==> src/rtl/frame_render_sequencer.sv <==
`default_nettype none
// ============================================================================
//  Module   : frame_render_sequencer
//  Purpose  : Per-frame sequencing of a back-buffer clear followed by one
//             rasterizer launch per triangle slot, with overrun accounting
//             for start pulses that arrive while a frame is in flight.
//  Revision : 1.0 - initial release
// ============================================================================
module frame_render_sequencer #(
    parameter int HORIZ_RESOLUTION = 80,
    parameter int VERT_RESOLUTION  = 60,
    parameter int COLOR_DEPTH      = 12,
    parameter int MAX_TRIANGLES    = 8,
    localparam int CNT_W = $clog2(MAX_TRIANGLES + 1),
    localparam int IDX_W = $clog2(MAX_TRIANGLES),
    localparam int VA_W  = $clog2(VERT_RESOLUTION),
    localparam int HA_W  = $clog2(HORIZ_RESOLUTION)
) (
    input  logic                   i_clk,
    input  logic                   i_arst,
    input  logic                   i_new_frame,
    input  logic                   i_clear_en,
    input  logic [COLOR_DEPTH-1:0] i_bg_color,
    input  logic [CNT_W-1:0]       i_num_triangles,
    input  logic                   i_raster_done,
    output logic                   o_raster_go,
    output logic [IDX_W-1:0]       o_tri_index,
    output logic [VA_W-1:0]        o_clear_vert_addr,
    output logic [HA_W-1:0]        o_clear_horiz_addr,
    output logic                   o_clear_write_en,
    output logic [COLOR_DEPTH-1:0] o_clear_pixel_data,
    output logic                   o_raster_in_progress,
    output logic                   o_frame_done,
    output logic [7:0]             o_overrun_count
);

    localparam logic [HA_W-1:0]  C_H_LAST  = HA_W'(HORIZ_RESOLUTION - 1);
    localparam logic [VA_W-1:0]  C_V_LAST  = VA_W'(VERT_RESOLUTION - 1);
    localparam logic [CNT_W-1:0] C_MAX_TRI = CNT_W'(MAX_TRIANGLES);

    typedef enum logic [2:0] {
        ST_IDLE      = 3'd0,
        ST_CLEAR     = 3'd1,
        ST_LAUNCH    = 3'd2,
        ST_WAIT_ACK  = 3'd3,
        ST_WAIT_DONE = 3'd4,
        ST_FINISH    = 3'd5
    } state_t;

    state_t                 state_q;
    logic                   raster_go_q;
    logic [IDX_W-1:0]       tri_index_q;
    logic [VA_W-1:0]        vert_q;
    logic [HA_W-1:0]        horiz_q;
    logic                   write_en_q;
    logic [COLOR_DEPTH-1:0] pixel_q;
    logic                   in_progress_q;
    logic                   frame_done_q;
    logic [7:0]             overrun_q;
    logic [CNT_W-1:0]       count_q;
    logic [CNT_W-1:0]       slot_q;

    logic [CNT_W-1:0]       num_clamped_d;
    logic [CNT_W-1:0]       slot_d;

    // Requested triangle count limited to the number of descriptor slots,
    // and the slot that follows the one currently being rasterized.
    assign num_clamped_d = (i_num_triangles > C_MAX_TRI) ? C_MAX_TRI : i_num_triangles;
    assign slot_d        = slot_q + 1'b1;

    // Frame sequencer: state plus every output register, updated together.
    always_ff @(posedge i_clk or posedge i_arst) begin
        if (i_arst) begin
            state_q       <= ST_IDLE;
            raster_go_q   <= 1'b0;
            tri_index_q   <= '0;
            vert_q        <= '0;
            horiz_q       <= '0;
            write_en_q    <= 1'b0;
            pixel_q       <= '0;
            in_progress_q <= 1'b0;
            frame_done_q  <= 1'b0;
            overrun_q     <= '0;
            count_q       <= '0;
            slot_q        <= '0;
        end else begin
            raster_go_q  <= 1'b0;
            frame_done_q <= 1'b0;

            // Any start pulse outside IDLE (FINISH included) is an overrun.
            if (i_new_frame && (state_q != ST_IDLE) && (overrun_q != 8'hFF)) begin
                overrun_q <= overrun_q + 8'd1;
            end

            case (state_q)
                ST_IDLE: begin
                    // The busy flag lingers one cycle past FINISH, then drops
                    // unless a new frame is accepted right away.
                    in_progress_q <= 1'b0;
                    if (i_new_frame) begin
                        in_progress_q <= 1'b1;
                        pixel_q       <= i_bg_color;
                        count_q       <= num_clamped_d;
                        slot_q        <= '0;
                        if (i_clear_en) begin
                            state_q    <= ST_CLEAR;
                            write_en_q <= 1'b1;
                            vert_q     <= '0;
                            horiz_q    <= '0;
                        end else if (num_clamped_d != '0) begin
                            state_q     <= ST_LAUNCH;
                            raster_go_q <= 1'b1;
                            tri_index_q <= '0;
                        end else begin
                            state_q      <= ST_FINISH;
                            frame_done_q <= 1'b1;
                        end
                    end
                end

                ST_CLEAR: begin
                    // Raster-order sweep, horizontal address fastest.
                    if (horiz_q == C_H_LAST) begin
                        horiz_q <= '0;
                        if (vert_q == C_V_LAST) begin
                            vert_q     <= '0;
                            write_en_q <= 1'b0;
                            if (count_q != '0) begin
                                state_q     <= ST_LAUNCH;
                                raster_go_q <= 1'b1;
                                tri_index_q <= '0;
                            end else begin
                                state_q      <= ST_FINISH;
                                frame_done_q <= 1'b1;
                            end
                        end else begin
                            vert_q <= vert_q + 1'b1;
                        end
                    end else begin
                        horiz_q <= horiz_q + 1'b1;
                    end
                end

                ST_LAUNCH: begin
                    state_q <= ST_WAIT_ACK;
                end

                // One blind cycle lets the rasterizer drop its idle flag.
                ST_WAIT_ACK: begin
                    state_q <= ST_WAIT_DONE;
                end

                ST_WAIT_DONE: begin
                    if (i_raster_done) begin
                        slot_q <= slot_d;
                        if (slot_d < count_q) begin
                            state_q     <= ST_LAUNCH;
                            raster_go_q <= 1'b1;
                            tri_index_q <= slot_d[IDX_W-1:0];
                        end else begin
                            state_q      <= ST_FINISH;
                            frame_done_q <= 1'b1;
                        end
                    end
                end

                ST_FINISH: begin
                    state_q <= ST_IDLE;
                end

                default: begin
                    state_q <= ST_IDLE;
                end
            endcase
        end
    end

    assign o_raster_go          = raster_go_q;
    assign o_tri_index          = tri_index_q;
    assign o_clear_vert_addr    = vert_q;
    assign o_clear_horiz_addr   = horiz_q;
    assign o_clear_write_en     = write_en_q;
    assign o_clear_pixel_data   = pixel_q;
    assign o_raster_in_progress = in_progress_q;
    assign o_frame_done         = frame_done_q;
    assign o_overrun_count      = overrun_q;

endmodule
`default_nettype wire

==> config.mk <==
export PLATFORM = sky130hd
export DESIGN_NAME = frame_render_sequencer
export DESIGN_NICKNAME = d
export VERILOG_FILES = /design/src/rtl/frame_render_sequencer.sv
export SDC_FILE = /design/constraint.sdc
export NUM_CORES = 1
export LEC_CHECK = 0
export ABC_AREA = 1
export CELL_PAD_IN_SITES_DETAIL_PLACEMENT = 1
export CELL_PAD_IN_SITES_GLOBAL_PLACEMENT = 2
export CORE_ASPECT_RATIO = 0.6
export CORE_MARGIN = 8
export CORE_UTILIZATION = 31
export CTS_CLUSTER_DIAMETER = 150
export DETAILED_ROUTE_END_ITERATION = 8
export GPL_ROUTABILITY_DRIVEN = 1
export PLACE_DENSITY = 0.84
export SLEW_MARGIN = 20
export SYNTH_ARGS = -nofsm -noshare
export SYNTH_HDL_FRONTEND = slang
export SYNTH_SLANG_ARGS = --single-unit
==> constraint.sdc <==
create_clock -name i_clk -period 4.6 [get_ports i_clk]
set_clock_uncertainty 0.1 [all_clocks]
set_input_delay 0.92 -clock i_clk [delete_from_list [all_inputs] [get_ports i_clk]]
set_output_delay 0.92 -clock i_clk [all_outputs]
set_load 0.02 [all_outputs]
## Yosys cells after proc, flatten, opt, wreduce, memory -nomap -nowiden

Cells that the tools add are included.

- Memories kept: 0
- Register bits: 51
- Memory bits (read-only): 0
- Output and inout bits: 40
- RAM bits: 0
- Word-level logic and storage cells: 105
- Input port bits: 21
- Latch bits: 0

- Equality and inequality tests: 16
- Order comparisons: 2
- Div/mod/pow operators: 0
- Reduce and logical (&&, ||, !) cells: 16
- Add/sub/neg operators: 4
- Multiply operators: 0
- Bitwise gates (word level): 0
- Shift-type cells: 0
- Muxes and demuxes: 55

Operators with widths:

| cell | count |
|---|---|
| 2-to-1 mux 3 bit | 16 |
| 2-to-1 mux 6 bit | 4 |
| 2-to-1 mux 1 bit | 21 |
| 2-to-1 mux 7 bit | 3 |
| != test 2 bit, second input constant | 9 |
| case mux 3 bit (5 select lines) | 1 |
| case mux 7 bit (2 select lines) | 1 |
| 2-to-1 mux 4 bit | 3 |
| case mux 6 bit (2 select lines) | 1 |
| case mux 3 bit (3 select lines) | 1 |
| AND reduction 9 bit | 1 |
| adder 8 x 1 -> 8 bit, second input constant | 1 |
| != test 8 bit, second input constant | 1 |
| case mux 4 bit (2 select lines) | 1 |
| AND reduction 4 bit | 2 |
| nonzero test 4 bit | 2 |
| adder 7 x 1 -> 7 bit, second input constant | 1 |
| equality test 7 bit, second input constant | 1 |
| adder 6 x 1 -> 6 bit, second input constant | 1 |
| equality test 3 x 2 -> 1 bit, second input constant | 2 |
| equality test 6 bit, second input constant | 1 |
| case mux 1 bit (3 select lines) | 2 |
| AND reduction 3 bit | 2 |
| nonzero test 3 bit | 2 |
| 11 further kinds | 13 |

## Logic depth before layout (Yosys ltp)

Gate-level depths: netlist of the first run.

- Depth in word-level cells: 7
- Depth in mapped cells: 12
- Gate-level depth less buffers: 12

## Worst setup path before layout of the first run

Ideal clock, no wire load.

- Path kind: reg2reg
- Start point: register slot_q[0]
- End point: register tri_index_q[2], in the netlist o_tri_index[2]
- Library setup time: 0.066 ns
- Buffers on the path: 0
- Cell stages (with the launch flop): 12
- Slack: 2.751 ns
- Arrival time: 1.683 ns
- Path through: dfrtp_1 ha_1 or2_2 nand2_1 ha_1 nand2_1 inv_1 nand2_1 nand3_1 nand3_2 nand2_1 nand2_1

- Cells in the longest elaborated chain, start to end: 4

Ends and longest elaborated chain:

| what | RTL line | text |
|---|---|---|
| start, declared | 61 | `logic [CNT_W-1:0] slot_q;` |
| start signal, assigned | 155 | `slot_q <= slot_d;` |
| adder 4 x 1 -> 4 bit (*) | 69 | `assign slot_d = slot_q + 1'b1;` |
| less-than comparator 4 bit / 2-to-1 mux 3 bit (equally long branches) | 156 | `if (slot_d < count_q) begin` |
| != test 2 bit (no source line) / 2-to-1 mux 3 bit (equally long branches) | -- |  |
| AND reduction 9 bit (no source line) / case mux 3 bit (3 select lines) (equally long branches) | -- |  |
| end signal, assigned | 159 | `tri_index_q <= slot_d[IDX_W-1:0];` |
| end, declared | 52 | `logic [IDX_W-1:0] tri_index_q;` |

Mark *: on every way between the ends. The rest lies on a longest branch, timed or not. The select of a mux whose other input is x is not followed.
A chain may end at the register's enable or synchronous reset.

## Worst setup path after layout of the first run

- Start point: register vert_q[2], in the netlist o_clear_vert_addr[2]
- End point: output o_clear_vert_addr[2]

RTL lines:

| what | RTL line | text |
|---|---|---|
| start, declared | 53 | `logic [VA_W-1:0] vert_q;` |
| start signal, assigned | 137 | `vert_q <= vert_q + 1'b1;` |
| end, declared | 28 | `output logic [VA_W-1:0] o_clear_vert_addr,` |

No word-level cell between the ends.

==> results of run 1 <==
[placed cells by master, fill, tap and decap left out, drive strengths merged, types with 3 or more instances in the layout]
master / count
clkdlybuf4s50: 60
xor2: 5
nand2: 132
a21oi: 5
ha: 7
o21ai: 15
nor3: 3
dfrtp: 51
xnor2: 4
nor2: 27
nand3: 24
or2: 4
o22ai: 3
inv: 41
clkbuf: 6
nand4: 11
[cells by family after synthesis]
kind of cell    Yosys count
simple gates            202
flops                    51
buf+inv                  44
compound gates           28
xor+xnor                  9
fa+ha+maj                 7
[stage by stage]
stage	cells	utilization, %	worst slack, ns	total power [uW]
after floorplan	341	-	2.350	1413
after global placement	511	40.27	2.103	1836
after detailed placement	511	40.27	2.068	1868
after CTS	518	42.16	2.143	2300
after global routing	518	42.16	2.082	2455
final	518	42.16	2.158	2261
[registers in the layout, summed over array words and instances (netlist names)]
| register | count |
|---|---|
| o_overrun_count | 8 |
| o_clear_write_en | 1 |
| slot_q | 4 |
| o_clear_pixel_data | 12 |
| state_q | 3 |
| o_tri_index | 3 |
| count_q | 4 |
| o_clear_horiz_addr | 7 |
| o_raster_in_progress | 1 |
| o_frame_done | 1 |
| o_clear_vert_addr | 6 |
| o_raster_go | 1 |
[synthesized netlist by cell type, types with 2 or more instances]
library cell | instances | area share, %
nand4_1 | 11 | 2.6
ha_1 | 7 | 3.3
nand3_2 | 2 | 0.75
o22ai_1 | 3 | 0.70
buf_2 | 2 | 0.38
inv_2 | 3 | 0.42
nor3_1 | 3 | 0.56
nand3_1 | 22 | 4.1
o21ai_0 | 9 | 1.7
xor2_1 | 5 | 1.6
nand2_1 | 129 | 18
inv_1 | 37 | 5.2
nor2_1 | 24 | 3.4
a21oi_1 | 5 | 0.94
or2_2 | 2 | 0.47
dfrtp_1 | 51 | 48
nand2_2 | 2 | 0.47
o21ai_1 | 5 | 0.94
xnor2_1 | 4 | 1.3
[final cells by class]
class	instances	area [um2]	share of cell area (%)
clock buffer	6	128.9	3.628
clock inverter	1	30.03	0.8454
inverter	41	156.4	4.403
multi-input combinational	246	1212	34.13
sequential	51	1276	35.93
tap	112	140.1	3.945
timing repair buffer	61	608.1	17.12
[power by group through the flow]
stage / logic (uW) / registers (uW) / clock network (uW)
3_5_place_dp: 1110 / 761 / 0
3_3_place_gp: 1080 / 756 / 0
4_1_cts: 1110 / 756 / 428
6_report: 1090 / 754 / 416
5_1_grt: 1230 / 778 / 445
2_1_floorplan: 549 / 864 / 0
[per-layer routing]
metal / vias to the layer above / routed length [um] / share of wire [%] / GRT usage [%]
li1: 1214 / - / - / -
met1: 1164 / 4041 / 52 / 18.73
met2: 47 / 3209 / 41 / 20.79
met3: 8 / 445 / 5.7 / 4.754
met4: 0 / 61 / 0.79 / 3.006
met5: - / 0 / 0 / 0
[path summary, 6_finish.rpt]
check / cells after the start / from / endpoint
setup / recovery: 1 / o_clear_vert_addr[2]$_DFFE_PP0P_ / o_clear_vert_addr[2]
hold / removal: 2 / o_clear_pixel_data[10]$_DFFE_PP0P_ / o_clear_pixel_data[10]$_DFFE_PP0P_
setup reg to reg: 11 / slot_q[0]$_DFFE_PP0P_ / o_tri_index[2]$_DFFE_PP0P_
hold reg to reg: 2 / o_clear_pixel_data[10]$_DFFE_PP0P_ / o_clear_pixel_data[10]$_DFFE_PP0P_
max in group asynchronous: 3 / i_arst / o_clear_pixel_data[5]$_DFFE_PP0P_
min in group asynchronous: 2 / i_arst / o_clear_pixel_data[3]$_DFFE_PP0P_
==> metrics.cfg, run 1 <==
[timing]
whs_ns = 0.3782
rsz0062_at_grt = no
setup_viol = 0
maxSlewViolCount = 0
timing.final.crit_share_pct = 53.09
finalCriticalPeriod_ns = 2.442
slew_headroom_pct = 48.56
fmax_mhz = 409.5
worst_pin_slew_ns = 0.7704
finalHoldViolCount = 0
tns_ns = 0

[run_status]
status = finished clean

[yosys]
synth_xor_area_share_pct = 2.956
synth_warnings = 0
syn_nets = 369
netlist_area_um2 = 2666
synth_edf_count = 0
synth-main-ff-cell = dfrtp_1
synth_top_family_by_area = simple AND/OR/NAND/NOR gates
async_reset_ff_share_pct = 100.0
synth_fa_ha_area_share_pct = 3.285
avgSynthCellArea_um2 = 7.819
ys_seq_elements = 51
synth.distinct_cells = 34
synth-compound-area-share_pct = 6.053
syn_inst = 341
synth.area.mux_share_pct = 0
yosys.area_share.simple_pct = 33.18
seq_area_frac_synth_pct = 47.86

[flow_run]
cap_viol_max_count = 0

[clock_network]
cts_tree = built
cts_hold_buf = 0
cts_resized = 0
post_cts_buffers = 0
cts_buffer_depth = 2
clock_sinks = 51
h-tree-depth = 2
clk_pin_slew_worst_paths_ns = 0.06
cts_root_buffer = clkbuf_16
worstSkewPairLatency_ns = 0.29
cts_buffers = 5

[power_and_ir_drop]
power.density_nw_per_um2 = 636.5
ir_worst_vdd_mv = 0.2923
swShare_pct = 43.50
p_comb_share_pct = 48.2
power_switching_uw = 983.5
p_leak_uw = 0.001744
p_int_uw = 1278
power_frac_seq_pct = 33.3
clkPwrFrac_pct = 18.4

[global_routing]
grt_pass1_vias = 2635
grt_max_degree = 36
overflow = 0
grt_usage_pct = 13.83
grt_pass1_wl_mm = 13.09
antenna_found_initial = 0

[critical_path]
startpoint_type = flop
cpMaxStageDelayCell = clkdlybuf4s50_1
required_ns = 3.58
worst_setup_path_end_kind = output pin
path_cells = clkdlybuf4s50_1
cp.arrival_ns = 1.42
critPathTopFamily = buffers and inverters
critPathBufInv = 1
worst_path_largest_cell_delay_ns = 0.66
cp_max_fo = 8
crit_type = flop to output pin
reg2reg_slack_ns = 2.54

[floorplan]
pin_count = 61
core_area_um2 = 8426
start_util_pct = 31.65
die_y_um = 87.84
num_rows = 26
die_x_um = 135.7
die-area_um2 = 11920

[route]
vias = 2433
drt-initial-drc-count = 74
drt_pre_antenna_iters = 4
viasPerCell = 4.697
wirelength_mm = 7.758
post_drt_wl_per_cell_um = 14.98
drc = 0
postRouteAntennaNets = 0

[final_layout]
final_net_count = 434
syn2layout_area_growth_pct = 33.22
fin_area_um2 = 3552
drive_above_1_share_pct = 5.911
diodes = 0
nFillCells = 1033

[hold_path]
worstHoldPathType = flop to flop

[placed_design]
portBuffers = 60
dp_hpwl_mm = 6.096
placed_area_um2 = 3393
place_congestion = 0.8121

No activity file was read; power rests on OpenSTA's default activity.
==> run 2: changes to the inputs <==
CORE_UTILIZATION = 28   (was 31)
PLACE_DENSITY = 0.76   (was 0.84)
clock period = 2.52 ns   (was 4.6 ns; I/O delays follow)
==> metrics.cfg, run 2 (same netlist as run 1, synthesis figures left out) <==
[power_and_ir_drop]
p_int_uw = 2238  ; was 1278 uW
p_leak_uw = 0.001738  ; was 0.001744 uW
p_comb_share_pct = 49.5  ; was 48.2%
power_frac_seq_pct = 33.7  ; was 33.3%
power.density_nw_per_um2 = 1137  ; was 636.5 nW/um2
power_switching_uw = 1822  ; was 983.5 uW
ir_worst_vdd_mv = 0.5098  ; was 0.2923 mV
swShare_pct = 44.87  ; was 43.50%
clkPwrFrac_pct = 16.8  ; was 18.4%
finalPower_uw = 4059  ; was 2261 uW

[critical_path]
required_ns = 2.65  ; was 3.58 ns
cp.arrival_ns = 2.19  ; was 1.42 ns
cp_max_fo = 5  ; was 8
reg2reg_slack_ns = 0.46  ; was 2.54 ns
startpoint_type = flop  ; unchanged
worst_path_largest_cell_delay_ns = 0.43  ; was 0.66 ns
path_cells = ha_1, or2_2, nand2_1, ha_1, nand2_1, inv_1, nand2_1, nand3_1, nand3_2, nand2_1, nand2_1  ; was clkdlybuf4s50_1
worst_setup_path_end_kind = flop  ; was output pin
crit_type = flop to flop  ; was flop to output pin
critPathMostFrequentCell = nand2_1
cpMaxStageDelayCell = dfrtp_1  ; was clkdlybuf4s50_1

[timing]
timing.final.crit_share_pct = 81.69
tns_ns = 0  ; unchanged
maxSlewViolCount = 0  ; unchanged
finalCriticalPeriod_ns = 2.059
fmax_mhz = 485.8
finalHoldViolCount = 0  ; unchanged
setup_viol = 0  ; unchanged
slew_headroom_pct = 62.62  ; was 48.56%
rsz0062_at_grt = no  ; unchanged
worst_pin_slew_ns = 0.5548  ; was 0.7704 ns

[final_layout]
multi_input_area_um2 = 1212  ; unchanged
fin_area_um2 = 3570  ; was 3552 um2
syn2layout_area_growth_pct = 33.88  ; was 33.22%
diodes = 0  ; unchanged
fin_util_pct = 38.71  ; was 42.16%
nFillCells = 1121  ; was 1033
stdcell_count = 537  ; was 518
layout_common_cells = nand2_1 (129), clkdlybuf4s50_1 (60), dfrtp_1 (51)  ; unchanged
largest_reg_flops = 12  ; unchanged
layout_commonest_cell = nand2_1  ; unchanged
drive_above_1_share_pct = 6.143  ; was 5.911%
seq_area_um2 = 1276  ; unchanged
final_net_count = 434  ; unchanged

[floorplan]
core_area_um2 = 9223  ; was 8426 um2
die_y_um = 91.59  ; was 87.84 um
die_x_um = 142.0  ; was 135.7 um
die-area_um2 = 13000  ; was 11920 um2
pin_count = 61  ; unchanged
num_rows = 27  ; was 26
start_util_pct = 28.91  ; was 31.65%

[clock_network]
cts_resized = 0  ; unchanged
cts_buffer_depth = 2  ; unchanged
cts_hold_buf = 0  ; unchanged
cts_tree = built  ; unchanged
cts_buffers = 5  ; unchanged
worstSkewPairLatency_ns = 0.29  ; about the same
clock_sinks = 51  ; unchanged
h-tree-depth = 2  ; unchanged
post_cts_buffers = 0  ; unchanged
cts_root_buffer = clkbuf_16  ; unchanged
clk_pin_slew_worst_paths_ns = 0.07  ; was 0.06 ns

[placed_design]
dp_cells = 529  ; was 511
dp_hpwl_mm = 6.164  ; was 6.096 mm
placed_area_um2 = 3428  ; was 3393 um2
portBuffers = 60  ; unchanged
place_congestion = 0.7281  ; was 0.8121

[flow_run]
cap_viol_max_count = 0  ; unchanged

[global_routing]
grt_pass1_wl_mm = 13.17  ; was 13.09 mm
grt_max_degree = 33  ; was 36
grt_usage_pct = 12.51  ; was 13.83%
overflow = 0  ; unchanged
grt_pass1_vias = 2582  ; was 2635
antenna_found_initial = 0  ; unchanged

[hold_path]
worstHoldPathType = flop to flop  ; unchanged

[route]
drt-initial-drc-count = 103  ; was 74
viasPerCell = 4.451  ; was 4.697
post_drt_wl_per_cell_um = 14.50  ; was 14.98 um
drc = 0  ; unchanged
wirelength_mm = 7.786  ; was 7.758 mm
drt_pre_antenna_iters = 4  ; unchanged
vias = 2390  ; was 2433
postRouteAntennaNets = 0  ; unchanged

[run_status]
status = finished clean  ; unchanged

==> run 2: cell count changes in the layout (fill, tap and decap cells not counted) <==
cell / delta
buf_12: +1
buf_4: -1
bufinv_16: -1
clkinv_2: +1
clkinvlp_4: +1
==> run 2: cell type report <==
type                       instances  share of cell area (%)
multi-input combinational        246                   33.96
sequential                        51                   35.75
timing repair buffer              61                   17.39
tap                              130                   4.557
inverter                          41                   4.381
clock inverter                     2                  0.3505
clock buffer                       6                   3.610
==> run 2: power by group through the flow <==
stage                     registers [uW]  clock network, uW  logic [uW]
after floorplan                     1580                  0        1000
after global placement              1380                  0        2000
after detailed placement            1380                  0        2040
after CTS                           1380                700        2040
after global routing                1420                731        2240
final                               1370                681        2010
==> run 2: worst max-delay path, delay by kind of cell, from the launching register on <==
family                     cells  cell delay (ns)
adders and majority gates      2             0.45
and+or+nand+nor                8             0.98
DFF                            1             0.43
buffers and inverters          1             0.04
==> run 2: stage by stage <==
| step | worst slack (ns) | hold slack, ns |
|---|---|---|
| 2_1_floorplan | 0.6709 | 0.3640 |
| 3_3_place_gp | 0.4253 | 0.3814 |
| 3_5_place_dp | 0.3849 | 0.3749 |
| 4_1_cts | 0.4530 | 0.4036 |
| 5_1_grt | 0.2828 | 0.4258 |
| 6_report | 0.4614 | 0.3897 |
==> run 2: metal layers <==
layer  vias up  track usage (%)  routed length [um]
met2        46            17.35                3007
met5         -                0                   0
li1       1206                -                   -
met1      1134            18.20                4293
met4         0            2.133                  34
met3         4            4.389                 450
==> run 2: final timing paths <==
path / endpoint / from / cells after the start
min in group asynchronous: o_clear_vert_addr[1]$_DFFE_PP0P_ / i_arst / 2
min reg2reg: o_clear_pixel_data[10]$_DFFE_PP0P_ / o_clear_pixel_data[10]$_DFFE_PP0P_ / 2
max in group asynchronous: o_tri_index[1]$_DFFE_PP0P_ / i_arst / 3
max reg2reg: o_tri_index[2]$_DFFE_PP0P_ / slot_q[0]$_DFFE_PP0P_ / 11
max: o_tri_index[2]$_DFFE_PP0P_ / slot_q[0]$_DFFE_PP0P_ / 11
min: o_clear_pixel_data[10]$_DFFE_PP0P_ / o_clear_pixel_data[10]$_DFFE_PP0P_ / 2
==> run 3: changes to the inputs <==
CORE_UTILIZATION = 26   (was 28)
PLACE_DENSITY = 0.75   (was 0.76)
clock period = 1.8 ns   (was 2.52 ns; I/O delays follow)
==> metrics.cfg, run 3 (same netlist as run 1, synthesis figures left out) <==
[run_status]
status = complete, but fails checks  ; was finished clean
violations = setup timing

[clock_network]
clk_pin_slew_worst_paths_ns = 0.07  ; about the same
worstSkewPairLatency_ns = 0.29  ; about the same
clock_sinks = 51  ; unchanged
cts_buffer_depth = 2  ; unchanged
cts_hold_buf = 0  ; unchanged
h-tree-depth = 2  ; unchanged
cts_tree = built  ; unchanged
cts_buffers = 5  ; unchanged
cts_root_buffer = clkbuf_16  ; unchanged

[critical_path]
required_ns = 1.88  ; was 2.65 ns
reg2reg_from = slot_q[1]$_DFFE_PP0P_  ; was slot_q[0]$_DFFE_PP0P_
crit_type = flop to flop  ; unchanged
cp_max_fo = 3  ; was 5
crit_path_start = slot_q[1]$_DFFE_PP0P_  ; was slot_q[0]$_DFFE_PP0P_
worst_setup_path_end_kind = flop  ; unchanged
startpoint_type = flop  ; unchanged
worstRegToRegCells = 12  ; was 11
cp.arrival_ns = 1.90  ; was 2.19 ns

[final_layout]
syn2layout_area_growth_pct = 45.52  ; was 33.88%
drive_above_1_share_pct = 15.33  ; was 6.143%
stdcell_count = 559  ; was 537
final_net_count = 451  ; was 434
layout_commonest_cell = nand2_1  ; unchanged
largest_reg_flops = 12  ; unchanged
diodes = 0  ; unchanged
nFillCells = 1184  ; was 1121
fin_util_pct = 39.13  ; was 38.71%
layout_common_cells = nand2_1 (120), dfrtp_1 (51), clkdlybuf4s50_1 (38)  ; was nand2_1 (129), clkdlybuf4s50_1 (60), dfrtp_1 (51)

[route]
drc = 0  ; unchanged
viasPerCell = 4.392  ; was 4.451
drt_pre_antenna_iters = 4  ; unchanged
drt-initial-drc-count = 63  ; was 103
postRouteAntennaNets = 0  ; unchanged
vias = 2455  ; was 2390
post_drt_wl_per_cell_um = 14.68  ; was 14.50 um
wirelength_mm = 8.208  ; was 7.786 mm

[timing]
setup_viol = 5  ; was 0
layout_setup_ws_ns = -0.01654  ; was 0.4614 ns
rsz0062_at_grt = yes  ; was no
timing.final.crit_share_pct = 100.9  ; was 81.69%
finalCriticalPeriod_ns = 1.817  ; was 2.059 ns
slew_headroom_pct = 76.28  ; was 62.62%
fmax_mhz = 550.5  ; was 485.8 MHz
maxSlewViolCount = 0  ; unchanged
finalHoldViolCount = 0  ; unchanged
whs_ns = 0.1607  ; was 0.3897 ns
worst_pin_slew_ns = 0.3535  ; was 0.5548 ns

[placed_design]
portBuffers = 60  ; unchanged
dp_slack_ns = -0.1231  ; was 0.3849 ns
dp_hpwl_mm = 6.212  ; was 6.164 mm
dp_cells = 550  ; was 529
place_congestion = 0.7968  ; was 0.7281

[flow_run]
cap_viol_max_count = 0  ; unchanged

[global_routing]
grt_max_degree = 48  ; was 33
grt_pass1_vias = 2689  ; was 2582
overflow = 0  ; unchanged
antenna_found_initial = 0  ; unchanged
grt_usage_pct = 12.51  ; about the same
grt_pass1_wl_mm = 14.01  ; was 13.17 mm

[floorplan]
num_rows = 28  ; was 27
die_x_um = 146.7  ; was 142.0 um
start_util_pct = 26.89  ; was 28.91%
die_y_um = 94.44  ; was 91.59 um
core_area_um2 = 9915  ; was 9223 um2
pin_count = 61  ; unchanged
die-area_um2 = 13860  ; was 13000 um2

[hold_path]
worstHoldPathType = input pin to asynchronous set/reset pin  ; was flop to flop

[power_and_ir_drop]
ir_worst_vdd_mv = 0.6093  ; was 0.5098 mV
p_leak_uw = 0.002010  ; was 0.001738 uW
power.density_nw_per_um2 = 1577  ; was 1137 nW/um2

-- run 3: critical path: stages, from the launching register on --
cell and delay (ns):
dfrtp_1 0.41, ha_2 0.20, or2_4 0.26, nand2_4 0.08, ha_4 0.20, nand2_2 0.05
inv_2 0.04, nand2_4 0.08, nand2_4 0.06, nand2_4 0.07, nand3_2 0.05, nand2_1 0.06
nand2_1 0.04
-- run 3: final cells by class --
class                           count  area, um2  share of cell area (%)
Timing Repair Buffer               78      764.5                   19.70
Multi-Input combinational cell    246       1358                   34.99
Clock buffer                        8      156.4                   4.031
Tap cell                          135      168.9                   4.353
Sequential cell                    51       1276                   32.89
Inverter                           41      156.4                   4.031
-- run 3: path summary, 6_finish.rpt --
check,to,slack (ns)
max reg2reg,state_q[0]$_DFFE_PP0P_,-0.02
min reg2reg,o_clear_pixel_data[3]$_DFFE_PP0P_,0.38
max,state_q[0]$_DFFE_PP0P_,-0.02
min,o_clear_pixel_data[5]$_DFFE_PP0P_,0.16
min in group i_clk,o_clear_pixel_data[3]$_DFFE_PP0P_,0.38
max in group asynchronous,o_clear_pixel_data[11]$_DFFE_PP0P_,0.97
-- run 3: report_power, final --
group	total [uW]	switching, uW	internal, uW
Sequential	1870	330	1540
Combinational	3230	1930	1300
Clock	1020	427	594
-- run 3: routing by layer --
layer	share of wire (%)	vias up	global-route usage [%]	wire (um)
li1	-	1249	-	-
met1	50	1153	16.82	4142
met2	41	46	18.44	3344
met3	8.2	7	5.540	675
met4	0.56	0	2.046	46
met5	0	-	0	0
-- run 3: metrics by stage --
step           cell area (um2)  total power [uW]  setup TNS, ns
5_1_grt                   3880              6664        -0.5259
2_1_floorplan             2679              3624              0
3_3_place_gp              3592              5030        -0.2506
4_1_cts                   3809              6139       -0.02243
6_report                  3880              6118       -0.05766
3_5_place_dp              3592              5085        -0.5781
-- run 3: timing repair --
item                       CTS  global route
buffers inserted             1             0
pin swaps                    9             7
setup endpoints to repair   25            23
gates cloned                 0             0
resized for setup           29            22
